## src/rtl/alu_ctrl_pkg.sv

```systemverilog
// alu_ctrl_pkg: shared encodings for the ALU/datapath controller.
//   - FSM state encoding (3-bit)
//   - instruction opcode/op constants
//   - ALUop codes, nsel one-hot register selects, vsel write-back codes
package alu_ctrl_pkg;

    typedef enum logic [2:0] {
        ST_WAIT      = 3'd0,
        ST_DECODE    = 3'd1,
        ST_WRITE_IMM = 3'd2,
        ST_GET_A     = 3'd3,
        ST_GET_B     = 3'd4,
        ST_EXEC      = 3'd5,
        ST_WRITE_REG = 3'd6
    } state_t;

    // opcode field IR[15:13]
    localparam logic [2:0] OPC_MOV = 3'b110;
    localparam logic [2:0] OPC_ALU = 3'b101;

    // op field IR[12:11]
    localparam logic [1:0] OP_MOV_IMM = 2'b10;
    localparam logic [1:0] OP_MOV_REG = 2'b00;
    localparam logic [1:0] OP_ADD     = 2'b00;
    localparam logic [1:0] OP_CMP     = 2'b01;
    localparam logic [1:0] OP_AND     = 2'b10;
    localparam logic [1:0] OP_MVN     = 2'b11;

    // ALUop codes
    localparam logic [1:0] ALU_ADD  = 2'b00;
    localparam logic [1:0] ALU_SUB  = 2'b01;
    localparam logic [1:0] ALU_AND  = 2'b10;
    localparam logic [1:0] ALU_NOTB = 2'b11;

    // register select, one-hot
    localparam logic [2:0] NSEL_NONE = 3'b000;
    localparam logic [2:0] NSEL_RN   = 3'b001;
    localparam logic [2:0] NSEL_RD   = 3'b010;
    localparam logic [2:0] NSEL_RM   = 3'b100;

    // write-back source
    localparam logic [1:0] VSEL_C      = 2'b00;
    localparam logic [1:0] VSEL_SXIMM8 = 2'b01;

endpackage

```

## src/rtl/alu_ctrl_fsm_instr_dec.sv

```systemverilog
// instr_dec: purely combinational field extractor for the controller.
//   i: ir      - latched instruction register
//   o: opcode, op, sh, sximm8 (imm8 sign-extended to WIDTH)
//   o: class flags is_mov_imm, is_mov_reg, is_alu, is_cmp, skip_a
// Register-number fields are not needed by the controller (the datapath
// decodes them from nsel), so they are deliberately left unconsumed.
module instr_dec
    import alu_ctrl_pkg::*;
#(
    parameter int WIDTH = 16
) (
    input  logic [15:0]      ir,
    output logic [2:0]       opcode,
    output logic [1:0]       op,
    output logic [1:0]       sh,
    output logic [WIDTH-1:0] sximm8,
    output logic             is_mov_imm,
    output logic             is_mov_reg,
    output logic             is_alu,
    output logic             is_cmp,
    output logic             skip_a
);

    logic [2:0] w_unused_rn;

    assign opcode      = ir[15:13];
    assign op          = ir[12:11];
    assign sh          = ir[4:3];
    assign sximm8      = {{(WIDTH-8){ir[7]}}, ir[7:0]};
    assign w_unused_rn = ir[10:8];

    assign is_mov_imm = (opcode == OPC_MOV) && (op == OP_MOV_IMM);
    assign is_mov_reg = (opcode == OPC_MOV) && (op == OP_MOV_REG);
    assign is_alu     = (opcode == OPC_ALU);
    assign is_cmp     = is_alu && (op == OP_CMP);
    // single-operand instructions only need the B path
    assign skip_a     = is_mov_reg || (is_alu && (op == OP_MVN));

endmodule

```

## src/rtl/alu_ctrl_fsm.sv

```systemverilog
// alu_ctrl_fsm: multi-cycle controller driving the 16-bit ALU/datapath.
//   i: clk, reset (sync, active-high), s (start), in (instruction)
//   o: w (ready), nsel/vsel/write (register file), loada/loadb/loadc/loads,
//      asel/bsel/ALUop/shift (ALU path), sximm8 (sign-extended IR[7:0])
// Moore machine: every output is a function of the state register and IR.
module alu_ctrl_fsm
    import alu_ctrl_pkg::*;
#(
    parameter int WIDTH = 16
) (
    input  logic             clk,
    input  logic             reset,
    input  logic             s,
    input  logic [15:0]      in,
    output logic             w,
    output logic [2:0]       nsel,
    output logic [1:0]       vsel,
    output logic             write,
    output logic             loada,
    output logic             loadb,
    output logic             loadc,
    output logic             loads,
    output logic             asel,
    output logic             bsel,
    output logic [1:0]       ALUop,
    output logic [1:0]       shift,
    output logic [WIDTH-1:0] sximm8
);

    state_t      r_state, w_next;
    logic [15:0] r_ir;

    logic [2:0]  w_opcode;
    logic [1:0]  w_op, w_sh;
    logic        w_is_mov_imm, w_is_mov_reg, w_is_alu, w_is_cmp, w_skip_a;

    instr_dec #(.WIDTH(WIDTH)) u_dec (
        .ir         (r_ir),
        .opcode     (w_opcode),
        .op         (w_op),
        .sh         (w_sh),
        .sximm8     (sximm8),
        .is_mov_imm (w_is_mov_imm),
        .is_mov_reg (w_is_mov_reg),
        .is_alu     (w_is_alu),
        .is_cmp     (w_is_cmp),
        .skip_a     (w_skip_a)
    );

    // IR only loads on an accepted start, so in need not be held afterwards
    always_ff @(posedge clk) begin
        if (reset) begin
            r_state <= ST_WAIT;
            r_ir    <= '0;
        end else begin
            r_state <= w_next;
            if (r_state == ST_WAIT && s)
                r_ir <= in;
        end
    end

    always_comb begin
        w_next = r_state;
        w      = 1'b0;
        nsel   = NSEL_NONE;
        vsel   = VSEL_C;
        write  = 1'b0;
        loada  = 1'b0;
        loadb  = 1'b0;
        loadc  = 1'b0;
        loads  = 1'b0;
        asel   = 1'b0;
        bsel   = 1'b0;
        ALUop  = ALU_ADD;
        shift  = 2'b00;

        case (r_state)
            ST_WAIT: begin
                w = 1'b1;
                if (s)
                    w_next = ST_DECODE;
            end
            ST_DECODE: begin
                if (w_is_mov_imm)
                    w_next = ST_WRITE_IMM;
                else if (w_skip_a)
                    w_next = ST_GET_B;
                else if (w_is_alu)
                    w_next = ST_GET_A;
                else
                    w_next = ST_WAIT;   // undefined: drop silently
            end
            ST_WRITE_IMM: begin
                nsel   = NSEL_RN;
                vsel   = VSEL_SXIMM8;
                write  = 1'b1;
                w_next = ST_WAIT;
            end
            ST_GET_A: begin
                nsel   = NSEL_RN;
                loada  = 1'b1;
                w_next = ST_GET_B;
            end
            ST_GET_B: begin
                nsel   = NSEL_RM;
                loadb  = 1'b1;
                shift  = w_sh;
                w_next = ST_EXEC;
            end
            ST_EXEC: begin
                shift = w_sh;
                // MOV reg is computed as 0 + shifted B
                asel  = w_is_mov_reg;
                ALUop = w_is_mov_reg ? ALU_ADD : w_op;
                if (w_is_cmp) begin
                    loads  = 1'b1;
                    w_next = ST_WAIT;
                end else begin
                    loadc  = 1'b1;
                    w_next = ST_WRITE_REG;
                end
            end
            ST_WRITE_REG: begin
                nsel   = NSEL_RD;
                vsel   = VSEL_C;
                write  = 1'b1;
                w_next = ST_WAIT;
            end
            default: w_next = ST_WAIT;
        endcase
    end

endmodule

```

## config.mk

```make
export PLATFORM = sky130hd
export DESIGN_NAME = alu_ctrl_fsm
export DESIGN_NICKNAME = d
export VERILOG_FILES = /design/src/rtl/alu_ctrl_pkg.sv /design/src/rtl/alu_ctrl_fsm_instr_dec.sv /design/src/rtl/alu_ctrl_fsm.sv
export SDC_FILE = /design/constraint.sdc
export NUM_CORES = 1
export LEC_CHECK = 0
export BUFFER_PORTS_ARGS = -buffer_cell sky130_fd_sc_hd__buf_2
export CORE_MARGIN = 1.5
export CORE_UTILIZATION = 50
export CTS_CLUSTER_DIAMETER = 120
export DETAILED_ROUTE_END_ITERATION = 16
export PLACE_DENSITY = 0.85
export SLEW_MARGIN = 25
export SYNTH_ARGS = -nofsm -noshare
export SYNTH_HDL_FRONTEND = slang
export SYNTH_HIERARCHICAL = 1
export SYNTH_SLANG_ARGS = --single-unit
```

## constraint.sdc

```tcl
create_clock -name clk -period 2.8 [get_ports clk]
set_input_delay 0.14 -clock clk [delete_from_list [all_inputs] [get_ports clk]]
set_output_delay 0.14 -clock clk [all_outputs]
set_load 0.02 [all_outputs]
```

### Word-level counts from Yosys, hierarchy flattened

Cells that the tools add are included.

| word-level totals | value |
|---|---|
| register bits after elaboration | 19 |
| bits of input ports | 19 |
| output and inout port bits | 33 |
| word-level logic and storage cells | 45 |

| cells by class | value |
|---|---|
| eq/ne operators | 12 |
| multiplexer cells | 20 |
| reduce and logical (&&, ||, !) cells | 11 |

Operator list:

| kind | count |
|---|---|
| 3-bit == test, second input constant | 5 |
| 3-bit case mux with 5 select lines | 1 |
| 3-bit 2-to-1 mux | 4 |
| 1-bit 2-to-1 mux | 10 |
| 3-bit case mux with 3 select lines | 1 |
| 2-bit 2-to-1 mux | 4 |
| 3-bit by 2-bit == test with 1-bit output, second input constant | 2 |
| 2-bit OR reduction | 3 |
| 1-bit logical AND | 5 |
| 2-bit == test, second input constant | 2 |
| 3-bit by 1-bit == test with 1-bit output, second input constant | 1 |
| 3-bit logical NOT | 1 |
| 2-bit by 1-bit == test with 1-bit output, second input constant | 1 |
| 2-bit logical NOT | 1 |
| 2-bit != test, second input constant | 1 |
| 1-bit logical OR | 1 |

### Logic depth before layout (Yosys ltp)

| depth | value |
|---|---|
| depth in word-level cells | 6 |
| gate-level depth with buffers | 6 |
| gate-level depth less buffers | 5 |

### Hierarchy

Netlist, hierarchy kept.

Modules (own cells, without submodules):

| module | instances | cells an instance | area an instance (um2) | seq. area each (um2) |
|---|---|---|---|---|
| alu_ctrl_fsm | 1 | 115 | 898.4 | 380.4 |
| instr_dec | 1 | 32 | 226.5 | 0.0 |

### Worst setup path after synthesis

OpenSTA, ideal clock, no wires.

| timing | value |
|---|---|
| kind | register -> output |
| from | reg r_state[2] |
| to | out nsel[2] |
| arrival | 1.443 ns |
| path slack | 1.217 ns |
| stages on the path, launching flop included | 4 |
| path buffers | 2 |
| cell sequence | dfxtp_1 > buf_2 > nor3b_1 > buf_4 |

| between the ends | value |
|---|---|
| word-level cells in the longest chain between the ends | 3 |

RTL lines:

| element | line | source |
|---|---|---|
| start, declared | alu_ctrl_fsm.sv:30 | `state_t r_state, w_next;` |
| start signal, assigned | alu_ctrl_fsm.sv:56 | `r_state <= w_next;` |
| 3-bit by 2-bit == test with 1-bit output | alu_ctrl_fsm.sv:77 | `case (r_state)` |
| 2-bit OR reduction (no source line) | - |  |
| 3-bit case mux with 3 select lines * | alu_ctrl_fsm.sv:77 |  |
| end, declared | alu_ctrl_fsm.sv:16 | `output logic [2:0] nsel,` |

Mark *: on every way between the ends. The rest lies on a longest branch, timed or not.

### Worst setup path after layout

| timing | value |
|---|---|
| from | reg r_ir[14] |
| to | out asel |

| between the ends | value |
|---|---|
| word-level cells in the longest chain between the ends | 3 |

RTL lines:

| element | line | source |
|---|---|---|
| start, declared | alu_ctrl_fsm.sv:31 | `logic [15:0] r_ir;` |
| start signal, assigned | alu_ctrl_fsm.sv:58 | `r_ir <= in;` |
| 3-bit == test | alu_ctrl_fsm_instr_dec.sv:33 | `assign is_mov_reg = (opcode == OPC_MOV) && (op == OP_MOV_REG);` |
| 1-bit logical AND | alu_ctrl_fsm_instr_dec.sv:33 |  |
| named net w_is_mov_reg | alu_ctrl_fsm.sv:35 | `logic w_is_mov_imm, w_is_mov_reg, w_is_alu, w_is_cmp, w_skip_a;` |
| 1-bit 2-to-1 mux | alu_ctrl_fsm.sv:77 |  |
| end, declared | alu_ctrl_fsm.sv:23 | `output logic asel,` |

The timed path passes the listed nets, and every way through them passes these cells.

==> impl_metrics.ini <==
[synth]
netlist_area_um2 = 1000
syn_avg_cell_area_um2 = 7.61
yosys_warnings = 6
syn_inst = 132

[global_route]
grt_overflow = 0
grt_pass1_wl_mm = 2.65
track_usage_pct = 16.2
first_global_vias = 649
antenna_found_initial = 0
grt_max_degree = 16

[critical_path]
max_stage_delay_ns = 0.40
worstPathCellList = or3b_1 -> nor2_1 -> and3_1 -> buf_2
r2r-start = r_state[0]
r2r_end = r_ir[3]
cp-start-kind = register
crit_buf_inv = 1
critPathSlowestCell = or3b_1
arrival_ns = 1.61
crit_start = r_ir[14]
ff2ff_path_depth = 3
cp-end-kind = primary output
required_ns = 2.66
r2r_slack_ns = 1.19
criticalPathCategory = register to primary output
cpLargestDelayFamily = simple AND/OR/NAND/NOR gates
critical_path_peak_fanout = 4

[clock_network]
cts_inserted_buffers = 3
cts_buffer_depth = 2
cts_tree = yes
cts-root-buf = clkbuf_4
h-tree-depth = 1
postCtsSetupBuffers = 0
numClockSinks = 16
ctsHoldBuffers = 0
cts_resized = 0
clk_pin_slew_ns = 0.10
clock_latency_ns = 0.29

[job]
drv_cap = 0

[timing]
setup_viol = 0
finalHoldViolations = 0
fmax_ghz = 0.570
period_share_pct = 62.7
period_needed_ns = 1.75
finClkSkew_ns = 0.00839
rsz0062_at_grt = no
setup_tns_ns = 0
worst_pin_slew_ns = 0.670
worst_slack_ns = 1.05
slew_viol_final = 0
max-slew-margin-rel_pct = 55.2

[drt]
drt_iter0_markers = 16
post_drt_wl_per_cell_um = 10.1
drc_errors = 0
vias = 865
ant_nets = 0
viasPerCell = 4.83
drt_pass1_iterations = 4
drt_wl_total_mm = 1.82

[floorplan]
initial_core_util_pct = 52.3
top_level_ports = 52
core_um2 = 1920
die_x_um = 47.8
num_rows = 16
die_y_um = 47.8
dieArea_um2 = 2290

[pwr]
powerDensity_nw_per_um2 = 463
power.leakage_nw = 0.538
vdd_drop_max_v = 0.000317

[placement]
io_buffer_count = 46
dp_cells = 175
place_area_um2 = 1040
dp_hpwl_mm = 1.38
place_ws_ns = 1.21
routabilityCongestion = 0.732

[min_path]
hold_depth = 3
hold_class = input port to register
hold_start = in[11]
holdPathEnd = r_ir[11]

[final_layout]
diodes = 0
final_nets = 172
areaGrowthSynthToFinish_pct = 7.10
layout-drive-gt1-share_pct = 34.2
final_area_um2 = 1080
stdcell_count = 179
fin_util_pct = 56.0

[status]
run_status = completed
-- cell usage in the layout, fill, tap and decap left out --
cell type and count:
buf_2 46, nand2_1 30, dfxtp_1 16, a21oi_1 14, nor2_1 7, nor3b_1 3
nor3_1 3, and2_1 3, nor2b_1 3, clkbuf_4 3, nand3b_1 2, inv_1 2
nand2b_1 2, and3_1 2, a21boi_1 2, conb_1 2, or2_1 1, and2b_1 1
nor4b_4 1, or4b_1 1, o21ai_0 1, o21bai_1 1, o211ai_1 1, a2111oi_0 1
clkbuf_8 1, or3b_1 1, and3b_2 1, o22ai_1 1
-- metal layers --
| metal | vias up | GRT usage (%) | wire [um] |
|---|---|---|---|
| met3 | 2 | 3.40 | 114 |
| met4 | 0 | 4.86 | 13 |
| met2 | 34 | 26.9 | 885 |
| met5 | - | 0 | 0 |
| met1 | 384 | 21.1 | 801 |
| li1 | 445 | - | - |
-- sequential cells by signal, indices dropped and copies added, names as in the netlist --
register	count
r_ir	13
r_state	3
-- worst max path at each step --
stage          cells past startpoint       end
2_1_floorplan                      3   nsel[2]
3_3_place_gp                       3  r_ir[12]
3_5_place_dp                       3   r_ir[0]
4_1_cts                            4      asel
5_1_grt                            4     loadc
6_report                           4      asel
-- final cells by class --
type                            instances  area [um2]
Fill cell                             195         846
Multi-Input combinational cell         84         448
Inverter                                2        7.51
Tap cell                               27        33.8
Sequential cell                        16         320
Timing Repair Buffer                   46         230
Clock buffer                            4        36.3
-- worst reg2reg max path, delay by kind of cell, from the launching register on --
kind | cells | cell delay [ns]
AO/OA/AOI/OAI | 1 | 0.07
AND/OR/NAND/NOR | 2 | 0.96
flip-flops | 1 | 0.46
-- through the flow --
| stage | hold slack [ns] | power (mW) |
|---|---|---|
| after floorplan | 0.276 | 0.349 |
| final | 0.0682 | 0.498 |
| after detailed placement | 0.387 | 0.348 |
| after CTS | 0.0648 | 0.501 |
| after global routing | 0.0707 | 0.525 |
| after global placement | 0.381 | 0.345 |
-- where the power goes --
group | switching, mW | total (mW) | internal (mW) | leakage [nW]
sequential | 0.0133 | 0.254 | 0.241 | 0.131
clock | 0.0767 | 0.156 | 0.0793 | 0.0210
combinational | 0.0540 | 0.0880 | 0.0340 | 0.386
(Power assumes the default switching activity.)
